$ cat src/rtl/wb_pkg.sv
// Shared types and helpers for the Wishbone register-file slave.
// Holds the bus FSM state encoding and the lane-select to bit-mask expansion.
package wb_pkg;

    typedef enum logic [1:0] {
        STATE_IDLE,
        STATE_RESP,
        STATE_WAIT_END
    } state_t;

    localparam int unsigned MAX_WIDTH = 64;

    // Bit i of the result copies the select bit of the granule that contains bit i.
    function automatic logic [MAX_WIDTH-1:0] sel_to_mask(input logic [MAX_WIDTH-1:0] sel,
                                                         input int unsigned granule);
        logic [MAX_WIDTH-1:0] mask;
        mask = '0;
        for (int i = 0; i < MAX_WIDTH; i++) begin
            mask[6'(i)] = sel[6'(i / int'(granule))];
        end
        return mask;
    endfunction

endpackage

$ cat src/rtl/wb_lane_merge.sv
// Lane-wise merge: selected granules come from new_i, the rest from old_i.
// Serves both the bus write path and the read-data lane masking.
module wb_lane_merge
    import wb_pkg::*;
#(
    parameter int unsigned DATA_WIDTH = 32,
    parameter int unsigned GRANULE    = 8,
    localparam int unsigned SEL_WIDTH = DATA_WIDTH / GRANULE
) (
    input  logic [DATA_WIDTH-1:0] old_i,
    input  logic [DATA_WIDTH-1:0] new_i,
    input  logic [SEL_WIDTH-1:0]  sel_i,
    output logic [DATA_WIDTH-1:0] merged_o
);

    logic [MAX_WIDTH-1:0]  mask_wide;
    logic [DATA_WIDTH-1:0] mask;
    logic                  unused_mask;

    always_comb begin
        mask_wide = sel_to_mask({{(MAX_WIDTH - SEL_WIDTH){1'b0}}, sel_i}, GRANULE);
        mask      = mask_wide[DATA_WIDTH-1:0];
        merged_o  = (old_i & ~mask) | (new_i & mask);
    end

    assign unused_mask = ^mask_wide;

endmodule

$ cat src/rtl/wb_slave_regfile.sv
// Wishbone B4 classic slave register file with byte-lane writes, read-only mask,
// hardware update port, per-register write strobes and error on out-of-range index.
module wb_slave_regfile
    import wb_pkg::*;
#(
    parameter int unsigned ADDR_WIDTH = 16,
    parameter int unsigned DATA_WIDTH = 32,
    parameter int unsigned GRANULE    = 8,
    parameter int unsigned NUM_REGS   = 8,
    parameter logic [NUM_REGS-1:0]            RO_MASK   = '0,
    parameter logic [NUM_REGS*DATA_WIDTH-1:0] RESET_VAL = '0,
    localparam int unsigned SEL_WIDTH = DATA_WIDTH / GRANULE,
    localparam int unsigned ADDR_LSB  = $clog2(DATA_WIDTH / 8)
) (
    input  logic                           clk_i,
    input  logic                           rst_i,
    input  logic [ADDR_WIDTH-1:0]          adr_i,
    input  logic [DATA_WIDTH-1:0]          dat_i,
    output logic [DATA_WIDTH-1:0]          dat_o,
    input  logic [SEL_WIDTH-1:0]           sel_i,
    input  logic                           we_i,
    input  logic                           stb_i,
    input  logic                           cyc_i,
    output logic                           ack_o,
    output logic                           err_o,
    input  logic [NUM_REGS-1:0]            hw_we_i,
    input  logic [NUM_REGS*DATA_WIDTH-1:0] hw_dat_i,
    output logic [NUM_REGS*DATA_WIDTH-1:0] reg_o,
    output logic [NUM_REGS-1:0]            wr_stb_o
);

    localparam int unsigned IDX_W = ADDR_WIDTH - ADDR_LSB;

    state_t                state_q, state_d;
    logic                  ack_q, ack_d;
    logic                  err_q, err_d;
    logic [DATA_WIDTH-1:0] regs_q [NUM_REGS];
    logic [DATA_WIDTH-1:0] dat_q;
    logic [NUM_REGS-1:0]   wr_stb_q;

    logic [IDX_W-1:0]      idx;
    logic                  in_range;
    logic                  access;
    logic [DATA_WIDTH-1:0] rd_word;
    logic [DATA_WIDTH-1:0] wr_word;
    logic [DATA_WIDTH-1:0] rd_masked;

    always_comb begin
        idx      = adr_i[ADDR_WIDTH-1:ADDR_LSB];
        in_range = (32'(idx) < 32'(NUM_REGS));
        rd_word  = '0;
        for (int k = 0; k < NUM_REGS; k++) begin
            if (idx == IDX_W'(k)) begin
                rd_word = regs_q[k];
            end
        end
    end

    generate
        if (ADDR_LSB > 0) begin : g_addr_lsb
            logic unused_adr;
            assign unused_adr = ^adr_i[ADDR_LSB-1:0];
        end
    endgenerate

    wb_lane_merge #(
        .DATA_WIDTH(DATA_WIDTH),
        .GRANULE   (GRANULE)
    ) u_wr_merge (
        .old_i   (rd_word),
        .new_i   (dat_i),
        .sel_i   (sel_i),
        .merged_o(wr_word)
    );

    wb_lane_merge #(
        .DATA_WIDTH(DATA_WIDTH),
        .GRANULE   (GRANULE)
    ) u_rd_merge (
        .old_i   ({DATA_WIDTH{1'b0}}),
        .new_i   (rd_word),
        .sel_i   (sel_i),
        .merged_o(rd_masked)
    );

    // The access happens on the RESP edge unless the master has abandoned the cycle.
    assign access = (state_q == STATE_RESP) && cyc_i;

    always_comb begin
        state_d = state_q;
        ack_d   = ack_q;
        err_d   = err_q;
        unique case (state_q)
            STATE_IDLE: begin
                if (cyc_i && stb_i) begin
                    ack_d   = in_range;
                    err_d   = !in_range;
                    state_d = STATE_RESP;
                end
            end
            STATE_RESP: begin
                if (!cyc_i) begin
                    ack_d   = 1'b0;
                    err_d   = 1'b0;
                    state_d = STATE_IDLE;
                end else begin
                    state_d = STATE_WAIT_END;
                end
            end
            STATE_WAIT_END: begin
                if (!cyc_i || !stb_i) begin
                    ack_d   = 1'b0;
                    err_d   = 1'b0;
                    state_d = STATE_IDLE;
                end
            end
            default: begin
                ack_d   = 1'b0;
                err_d   = 1'b0;
                state_d = STATE_IDLE;
            end
        endcase
    end

    always_ff @(posedge clk_i) begin
        if (rst_i) begin
            state_q  <= STATE_IDLE;
            ack_q    <= 1'b0;
            err_q    <= 1'b0;
            dat_q    <= '0;
            wr_stb_q <= '0;
            for (int k = 0; k < NUM_REGS; k++) begin
                regs_q[k] <= RESET_VAL[k*DATA_WIDTH +: DATA_WIDTH];
            end
        end else begin
            state_q  <= state_d;
            ack_q    <= ack_d;
            err_q    <= err_d;
            wr_stb_q <= '0;
            if (access && err_q) begin
                dat_q <= '0;
            end else if (access && !we_i) begin
                dat_q <= rd_masked;
            end
            for (int k = 0; k < NUM_REGS; k++) begin
                // Hardware update takes priority; the strobe still reports the bus write.
                if (hw_we_i[k]) begin
                    regs_q[k] <= hw_dat_i[k*DATA_WIDTH +: DATA_WIDTH];
                end else if (access && ack_q && we_i && !RO_MASK[k] && idx == IDX_W'(k)) begin
                    regs_q[k] <= wr_word;
                end
                if (access && ack_q && we_i && !RO_MASK[k] && idx == IDX_W'(k) && |sel_i) begin
                    wr_stb_q[k] <= 1'b1;
                end
            end
        end
    end

    // Response is only exposed once the access edge has passed.
    always_comb begin
        ack_o    = ack_q && (state_q == STATE_WAIT_END) && stb_i && cyc_i;
        err_o    = err_q && (state_q == STATE_WAIT_END) && stb_i && cyc_i;
        dat_o    = dat_q;
        wr_stb_o = wr_stb_q;
        for (int k = 0; k < NUM_REGS; k++) begin
            reg_o[k*DATA_WIDTH +: DATA_WIDTH] = regs_q[k];
        end
    end

endmodule

$ cat config.mk
export PLATFORM = sky130hd
export DESIGN_NAME = wb_slave_regfile
export DESIGN_NICKNAME = d
export VERILOG_FILES = /design/src/rtl/wb_pkg.sv /design/src/rtl/wb_lane_merge.sv /design/src/rtl/wb_slave_regfile.sv
export SDC_FILE = /design/constraint.sdc
export NUM_CORES = 1
export LEC_CHECK = 0
export CORE_AREA = 2 2 239 241
export DETAILED_ROUTE_END_ITERATION = 6
export DIE_AREA = 0 0 241 243
export GPL_TIMING_DRIVEN = 0
export PLACE_DENSITY = 0.53
export SYNTH_ARGS = -nofsm -noshare
export SYNTH_HDL_FRONTEND = slang
export SYNTH_SLANG_ARGS = --single-unit
export TNS_END_PERCENT = 100
$ cat constraint.sdc
create_clock -name clk_i -period 5.9 [get_ports clk_i]
set_input_delay 1.475 -clock clk_i [delete_from_list [all_inputs] [get_ports clk_i]]
set_output_delay 1.475 -clock clk_i [all_outputs]
set_load 0.05 [all_outputs]
==> results.py <==
metrics = {
    "yosys": {
        "synth-seq-cells": 300,
        "synthArstFlopShare_pct": 0,
        "syn_avg_cell_area_um2": 10.3,
        "ys.flop_type": "edfxtp_1",
        "synth_seq_area_share_pct": 54.9,
        "yosysTopAreaCellShare_pct": 49.3,
        "synth_area_leaders": "edfxtp_1 49%, o21ai_0 6.4%, dfxtp_1 5.6%",
        "ys_warn_count": 0,
        "synth_area_um2": 15600,
        "synth_most_common_cell": "edfxtp_1",
        "synth_edf_count": 256,
        "syn-num-nets": 1835,
        "ys_types": 71,
        "yosys-top-cells-count": "256 x edfxtp_1, 234 x nand2_1, 200 x o21ai_0",
        "syn_inst": 1514,
        "yosysTopAreaCell": "edfxtp_1",
    },
    "worst_setup_path": {
        "reg2regPathDepth": 6,
        "setup.worst_path.end_class": "flip-flop",
        "cp.required_ns": 6.21,
        "criticalPathCategory": "in -> reg",
        "cp-start-kind": "primary input",
        "worstPathArrival_ns": 6.21,
        "path_max_fanout": 10,
    },
    "pwr": {
        "total_power_w": 0.00672,
        "p_leak_nw": 8.50,
        "ir_worst_vdd_mv": 0.164,
        "power_density_nw_per_um2": 277,
    },
    "cells_and_area": {
        "design_area_um2": 24300,
        "syn_to_final_growth_pct": 55.7,
        "drive_gt1_share_pct": 7.07,
        "fin_cells": 2974,
        "fillers": 5596,
        "utilization_pct": 43.4,
        "final-seq-area_um2": 8570,
        "layout.nets": 2498,
        "multi_input_area_um2": 6580,
    },
    "global_routing": {
        "track_usage_pct": 34.4,
        "grt_pass1_wl_mm": 138,
        "grt_max_degree": 22,
        "gr-total-overflow": 0,
        "grt_pass1_vias": 16800,
        "antenna_found_initial": 11,
    },
    "sta": {
        "final-setup-viol-count": 0,
        "fmax_mhz": 170,
        "fin_skew_ns": 0.0117,
        "period_share_pct": 99.9,
        "fin_crit_ns": 5.90,
        "slew_violations": 0,
        "maxSlewHeadroom_pct": 2.27,
        "rsz0062_at_grt": "no",
        "hold-worst-slack_ns": 0.447,
        "worstMarginPinSlew_ns": 1.46,
        "hold_viol_final": 0,
    },
    "clock_network": {
        "cts_tree": "yes",
        "postCtsSetupRepairBufs": 0,
        "cts_sinks": 300,
        "numCtsBuffers": 38,
        "cts_buffer_depth": 3,
        "clk_pin_slew_worst_paths_ns": 0.06,
        "root_buffer": "clkbuf_16",
        "h-tree-depth": 2,
        "worstSkewPairLatency_ns": 0.57,
    },
    "placement": {
        "portBuffers": 613,
        "gp_congestion": 0.957,
        "dpl_cell_area_um2": 23000,
        "dp_hpwl_mm": 77.9,
        "placed_cells": 2893,
    },
    "floorplanning": {
        "fp.coreArea_um2": 56000,
        "initial_core_util_pct": 27.9,
        "ioPinCount": 619,
        "die_x_um": 241,
        "rows": 87,
        "die_height_um": 243,
        "die_area_um2": 58600,
    },
    "run_status": {
        "status": "finished, violations left",
        "violations": "max-capacitance violations",
    },
    "route": {
        "wl_mm": 104,
        "drt-initial-drc-count": 2020,
        "ant_nets": 0,
        "wl_per_cell_um": 35.1,
        "num_vias": 17100,
        "drt_pre_antenna_iters": 5,
        "drt-vias-per-instance": 5.75,
        "drc_errors": 0,
    },
    "flow_run": {
        "cap_violations": 1,
    },
    "hold_path": {
        "min_path_cells": 2,
        "hp-class": "reg -> reg",
    },
}
critical path, stage by stage:
cell and delay (ns):
clkdlybuf4s50_1 0.52, clkbuf_1 0.57, clkbuf_1 0.88, clkbuf_1 1.04, a2111oi_0 0.44, a2111oi_2 0.52, a21oi_1 0.29, o21ai_0 0.46
layout make-up:
| class | count | share of cell area [%] |
|---|---|---|
| sequential | 300 | 35.3 |
| multi-input combinational | 1087 | 27.1 |
| timing repair buffer | 623 | 26.2 |
| clock buffer | 49 | 4.38 |
| tap | 756 | 3.89 |
| buffer | 121 | 2.06 |
| clock inverter | 19 | 0.886 |
| antenna | 13 | 0.134 |
| inverter | 6 | 0.0927 |
power breakdown:
part | switching (W) | internal, W
sequential | 0.000132 | 0.00248
combinational | 0.00107 | 0.000563
clock | 0.00102 | 0.00145
worst paths after layout:
kind,from,endpoint,slack (ns)
max,adr_i[2],regs_q[1][16],0.004
min,dat_o[14],dat_o[14],0.45
max reg2reg,state_q[0],regs_q[0][112],2.48
min reg2reg,dat_o[14],dat_o[14],0.45
per-stage QoR:
step,worst slack (ns),setup TNS (ns)
floorplan,0.529,0
global placement,-4.26,-638.65
detailed placement,-0.529,-15.45
CTS,0.0407,0
global route,0.00425,0
finish,0.00442,0
timing repair:
action	4_1_cts	5_1_grt
hold endpoints to repair	0	0
gates resized for setup	0	5
setup endpoints to repair	0	6
hold buffers	0	0
placed cells by master (no fill, tap or decap), drive strengths merged, types with 5 or more instances in the layout:
cell             n
o31ai            7
clkdlybuf4s50  613
o2bb2ai         26
clkinvlp         5
nor2b           26
nand2b           8
nand3b          13
clkbuf         144
edfxtp         256
inv              6
a221oi          28
mux2             8
nor3            38
o21ai          296
a21oi           71
nand3           13
a22o            18
buf             36
diode           13
and3             5
or3              6
nand4            5
nor4            11
dfxtp           44
nor2            72
clkinv          10
mux2i           85
a2111oi         23
a21o             6
a211oi          13
nand2          234
a22oi           21
routing by layer:
metal	up-vias	track usage (%)	wire length, µm
li1	7103	-	-
met1	8581	45.3	42400
met2	1192	54.9	48000
met3	233	7.04	9620
met4	0	13.9	4320
met5	-	0	0
cell families after synthesis:
kind of cell,count (synthesis),synth area share [%]
mux,93,6.03
buf+inv,127,3.34
simple gates,449,13.4
flops,300,54.9
compound gates,545,22.4
state kept, by name, indices dropped and copies added (netlist names):
| signal | flops |
|---|---|
| regs_q | 256 |
| ack_q | 1 |
| wr_stb_o | 8 |
| state_q | 2 |
| dat_o | 32 |
| err_q | 1 |
Note: power is estimated with default switching activity, not from simulation.
==> patch 1, RTL diff (same settings) <==
Set the parameter `RO_MASK` to 1 (it was '0).
--- a/src/rtl/wb_slave_regfile.sv
+++ b/src/rtl/wb_slave_regfile.sv
@@ -7,7 +7,7 @@
     parameter int unsigned DATA_WIDTH = 32,
     parameter int unsigned GRANULE    = 8,
     parameter int unsigned NUM_REGS   = 8,
-    parameter logic [NUM_REGS-1:0]            RO_MASK   = '0,
+    parameter logic [NUM_REGS-1:0]            RO_MASK   = 1,
     parameter logic [NUM_REGS*DATA_WIDTH-1:0] RESET_VAL = '0,
     localparam int unsigned SEL_WIDTH = DATA_WIDTH / GRANULE,
     localparam int unsigned ADDR_LSB  = $clog2(DATA_WIDTH / 8)
Check against the original RTL: not equivalent (a bounded check fails within 4 cycles, from zero or initial values and one cycle with rst_i high).
==> patch 1 against the unedited design <==
- sequential cell count fell by 1
- wire length fell by 1.7%
- worst setup slack improved by 0.37 ns
- die area did not move
- design area rose by 1.8%
- critical endpoint is now regs_q[1][37]$_DFFE_PP_
- global-route usage fell by 0.53 points
- synthesized area rose by 5.1%
- power fell by 3.9%
==> patch 1: results (changes against the unedited design) <==
- Status: completed (was complete, but fails checks)
- Vias in the first global route: 17192 (was 16773)
- Avg Vias per Cell: 5.62 (was 5.75)
- Slew HR: 0.154 (was 0.0227)
- Hold path start: dat_o[28]$_SDFFE_PP0P_ (was dat_o[14]$_SDFFE_PP0P_)
- Biggest cell delay along the critical path: 0.87 ns (was 1.04 ns)
- # fillers: 5589 (was 5596)
- First-pass GRT wire length: 136000 µm (was 138000 µm)
- CTS buffer count: 37 (was 38)
- Synth top area cells: edfxtp_1, nand2_1, dfxtp_1, o21ai_0, a21oi_1 (was edfxtp_1, o21ai_0, dfxtp_1, nand2_1, mux2i_1)
- WL met1: 39000 µm (was 42400 µm)
- Drt total wl: 103000 µm (was 104000 µm)
- Post-synth top cells: edfxtp_1, nand2_1, o21ai_0, a21oi_1, clkbuf_1 (was edfxtp_1, nand2_1, o21ai_0, clkbuf_1, o21ai_1)
- Reg2reg path depth: 7 (was 6)
- CP max-delay cell: buf_1 (was clkbuf_1)
- Clk_skew: 0.0293 ns (was 0.0117 ns)
- Uppermost layer routed: met5 (was met4)
- Unique masters post-synth: 74 (was 71)
- GRT Overall Usage: 0.339 (was 0.344)
- R2R Path Start: state_q[1]$_SDFFE_PP0P_ (was state_q[0]$_SDFFE_PP0P_)
- Pleak: 8.88 nW (was 8.50 nW)
- VDD IR-drop max: 0.000165 V (was 0.000164 V)
- First DRT Iteration DRCs: 1743 (was 2020)
- Placer Congestion: 0.992 (was 0.957)
- Sequential area share after synthesis: 0.521 (was 0.549)
- Cell Area, Placed: 23600 µm² (was 23000 µm²)
- NumNets Final: 2580 (was 2498)
==> patch 1: critical path: cells and delay by family <==
kind	cells	cell delay, ns
buf+inv	5	3.02
simple gates	1	0.32
compound gates	3	0.89
==> patch 1: through the flow <==
step                      total power, mW  utilization  setup WS [ns]  cells
after floorplan                      3.45            -         0.0278   1604
after global placement               4.29        0.419          -3.15   2971
after detailed placement             4.30        0.422         -0.495   2977
after CTS                            6.46        0.442         0.0743   3043
after global routing                 6.60        0.442          0.251   3043
final                                6.46        0.442          0.375   3049
==> patch 1: kinds of logic after synthesis <==
kind of cell,share of synthesized area
other cells,0.000229
simple gates,0.154
buf+inv,0.0467
mux,0.0235
flops,0.521
compound gates,0.254
==> patch 1: power by group through the flow <==
stage                     registers (mW)  clock network (mW)  logic (mW)
after global placement              2.67                   0        1.62
after floorplan                     3.14                   0       0.313
after global routing                2.63                2.28        1.69
after detailed placement            2.66                   0        1.63
after CTS                           2.62                2.20        1.64
final                               2.62                2.19        1.64
==> patch 1: path summary, 6_finish.rpt <==
kind	end	slack, ns
max reg2reg	regs_q[1][96]$_SDFFCE_PP0P_	2.80
min reg2reg	dat_o[28]$_SDFFE_PP0P_	0.46
min	dat_o[28]$_SDFFE_PP0P_	0.46
max	regs_q[1][37]$_DFFE_PP_	0.37
==> patch 1: routing by layer <==
| layer | vias up | track usage |
|---|---|---|
| met1 | 8524 | 0.405 |
| met5 | - | 0 |
| met3 | 207 | 0.0812 |
| met4 | 8 | 0.167 |
| li1 | 7372 | - |
| met2 | 1038 | 0.566 |
==> patch 1: layout make-up <==
class	instances	area share
timing repair buffer	617	0.252
inverter	41	0.00622
clock inverter	15	0.00283
sequential	299	0.346
buffer	135	0.0246
multi-input combinational	1128	0.288
tap	756	0.0383
clock buffer	51	0.0417
antenna	7	0.000709
==> patch 2, RTL diff (config.mk and constraints unchanged) <==
Made on the original files. Encoding of `state_t`: now one-hot (3 bits for 3 states).
--- a/src/rtl/wb_pkg.sv
+++ b/src/rtl/wb_pkg.sv
@@ -2,10 +2,10 @@
 // Holds the bus FSM state encoding and the lane-select to bit-mask expansion.
 package wb_pkg;
 
-    typedef enum logic [1:0] {
-        STATE_IDLE,
-        STATE_RESP,
-        STATE_WAIT_END
+    typedef enum logic [2:0] {
+        STATE_IDLE     = 3'b001,
+        STATE_RESP     = 3'b010,
+        STATE_WAIT_END = 3'b100
     } state_t;
 
     localparam int unsigned MAX_WIDTH = 64;
Behaviour: same outputs for any inputs over 4 cycles, from zero or initial values and one cycle with rst_i high; so few cycles prove little.
==> patch 2 against the unedited design <==
- the flow finishes with violations (max-capacitance violations, max-slew violations)
- synthesized area rose by 2.3%
- power up 3.1%
- count of clock-buffer cells in the layout fell by 6
- die area stayed put
- sequential cell count up 1
- design area up 1.6%
- wire length shrank 1.9%
- first-iteration DRC count is 2.8% higher
- worst setup slack improved by 0.080 ns
==> patch 2: results (changes against the unedited design) <==
- # fillers: 5493 (was 5596)
- First DRT Iteration DRCs: 2077 (was 2020)
- Via Count: 17125 (was 17109)
- Clock-pin slew on the worst setup and hold paths: 0.06 ns (about the same)
- Initial antenna violation count: 11 (unchanged)
- Max FO, Critical Path: 10 (unchanged)
- Vias in the first global route: 17088 (was 16773)
- Unique masters post-synth: 73 (was 71)
- Synth top area cells: edfxtp_1, dfxtp_1, o21ai_0, a221oi_1, nand2_1 (was edfxtp_1, o21ai_0, dfxtp_1, nand2_1, mux2i_1)
- Status: complete, but fails checks (unchanged)
- Worst slew pin tran: 1.62 ns (was 1.46 ns)
- Total power: 6.93 mW (was 6.72 mW)
- Worst EP arrival: 6.05 ns (was 6.21 ns)
- Largest reg by FF count: regs_q (unchanged)
- Hpwl dp: 79700 µm (was 77900 µm)
- Clk buf depth: 3 (unchanged)
- Pre-CTS WS: -0.449 ns (was -0.529 ns)
- Layout cell share with drive strength beyond 1: 0.0780 (was 0.0707)
- DR pass1 iterations: 5 (unchanged)
- Clk_skew: 0.0150 ns (was 0.0117 ns)
- Clk root buf: clkbuf_16 (unchanged)
- Ys async rst share: 0 (unchanged)
- Post-Syn Nets: 1853 (was 1835)
- PostCTS Resize Cnt: 0 (unchanged)
- Quantity of I/O buffers inserted on ports: 610 (was 613)
- Worst skew pair latency: 0.57 ns (about the same)
- Depth of the CTS H-tree: 2 (unchanged)
- MaxCap Viol Count: 2 (was 1)
- Tightest Hold Check Type: register to register (unchanged)
- Post-synth top cells: edfxtp_1, nand2_1, o21ai_0, inv_1, clkbuf_1 (was edfxtp_1, nand2_1, o21ai_0, clkbuf_1, o21ai_1)
- Failing checks: max-capacitance violations, max-slew violations (was max-capacitance violations)
- Number of flip-flops in the largest register: 256 (unchanged)
- Wire per inst: 34.3 µm (was 35.1 µm)
- Placer Congestion: 0.950 (was 0.957)
- First-pass GRT wire length: 136000 µm (was 138000 µm)
- CTS buffer count: 37 (was 38)
- Post-CTS setup buffers: 0 (unchanged)
- VDD IR-drop max: 0.000161 V (was 0.000164 V)
- Post-synth EDFFs: 256 (unchanged)
- Max Slew Vio Count: 17 (was 0)
- GRT Overall Usage: 0.338 (was 0.344)
- NumNets Final: 2514 (was 2498)
- Synth warn: 0 (unchanged)
- Pleak: 8.93 nW (was 8.50 nW)
- Largest net degree at the start of global routing: 21 (was 22)
- Sequential area share after synthesis: 0.538 (was 0.549)
## patch 2: worst paths after layout
kind / start / endpoint / slack, ns / cells past startpoint
setup / recovery: adr_i[3] / regs_q[1][103]$_SDFFCE_PP0P_ / 0.08 / 9
hold / removal: dat_o[1]$_SDFFE_PP0P_ / dat_o[1]$_SDFFE_PP0P_ / 0.45 / 2
setup reg to reg: state_q[1]$_SDFFE_PP0P_ / regs_q[1][25]$_SDFFCE_PN0P_ / 1.71 / 7
hold reg to reg: dat_o[1]$_SDFFE_PP0P_ / dat_o[1]$_SDFFE_PP0P_ / 0.45 / 2
## patch 2: through the flow
step / instances / hold WS [ns] / setup TNS, ns / area (µm²) / util
after floorplan: 1532 / 0.449 / 0 / 16000 / -
after detailed placement: 2910 / 0.441 / -18.19 / 23300 / 0.417
after CTS: 2974 / 0.455 / 0 / 24700 / 0.441
final: 2982 / 0.452 / 0 / 24700 / 0.441
after global placement: 2898 / 0.440 / -356.27 / 23000 / 0.411
after global routing: 2981 / 0.475 / 0 / 24700 / 0.441
## patch 2: final cells by class
class                      instances  area share
sequential                       301       0.348
multi-input combinational        994       0.265
timing repair buffer             622       0.257
clock buffer                      43      0.0406
tap                              756      0.0383
buffer                           129      0.0210
inverter                         108      0.0164
clock inverter                    21      0.0129
antenna                            8    0.000811
## patch 2: cell families after synthesis
logic type / count (synthesis) / share of synthesized area
simple gates: 435 / 0.143
compound gates: 492 / 0.216
mux: 67 / 0.0450
buf+inv: 237 / 0.0579
flops: 301 / 0.538
## patch 2: worst max-delay path: stages
cell and delay (ns):
clkdlybuf4s50_1 0.63, buf_2 0.28, or2_2 0.14, clkbuf_1 0.44
nor2_1 0.36, a222oi_1 0.97, nor3_1 0.21, o22ai_1 1.19
o21ai_0 0.34
## patch 2: report_power, final
part	total [mW]	switching (mW)	internal (mW)	leakage, nW
clock	2.59	1.02	1.57	0.647
sequential	2.64	0.149	2.49	3.10
combinational	1.70	1.11	0.588	5.19
total	6.93	2.28	4.65	8.93
## patch 2: metal layers
metal / global-route usage / share of wire / up-vias
met4: 0.104 / 0.031 / 6
met3: 0.0953 / 0.10 / 176
met2: 0.553 / 0.47 / 1190
li1: - / - / 7151
met1: 0.430 / 0.39 / 8602
met5: 0.0126 / 0.0012 / -
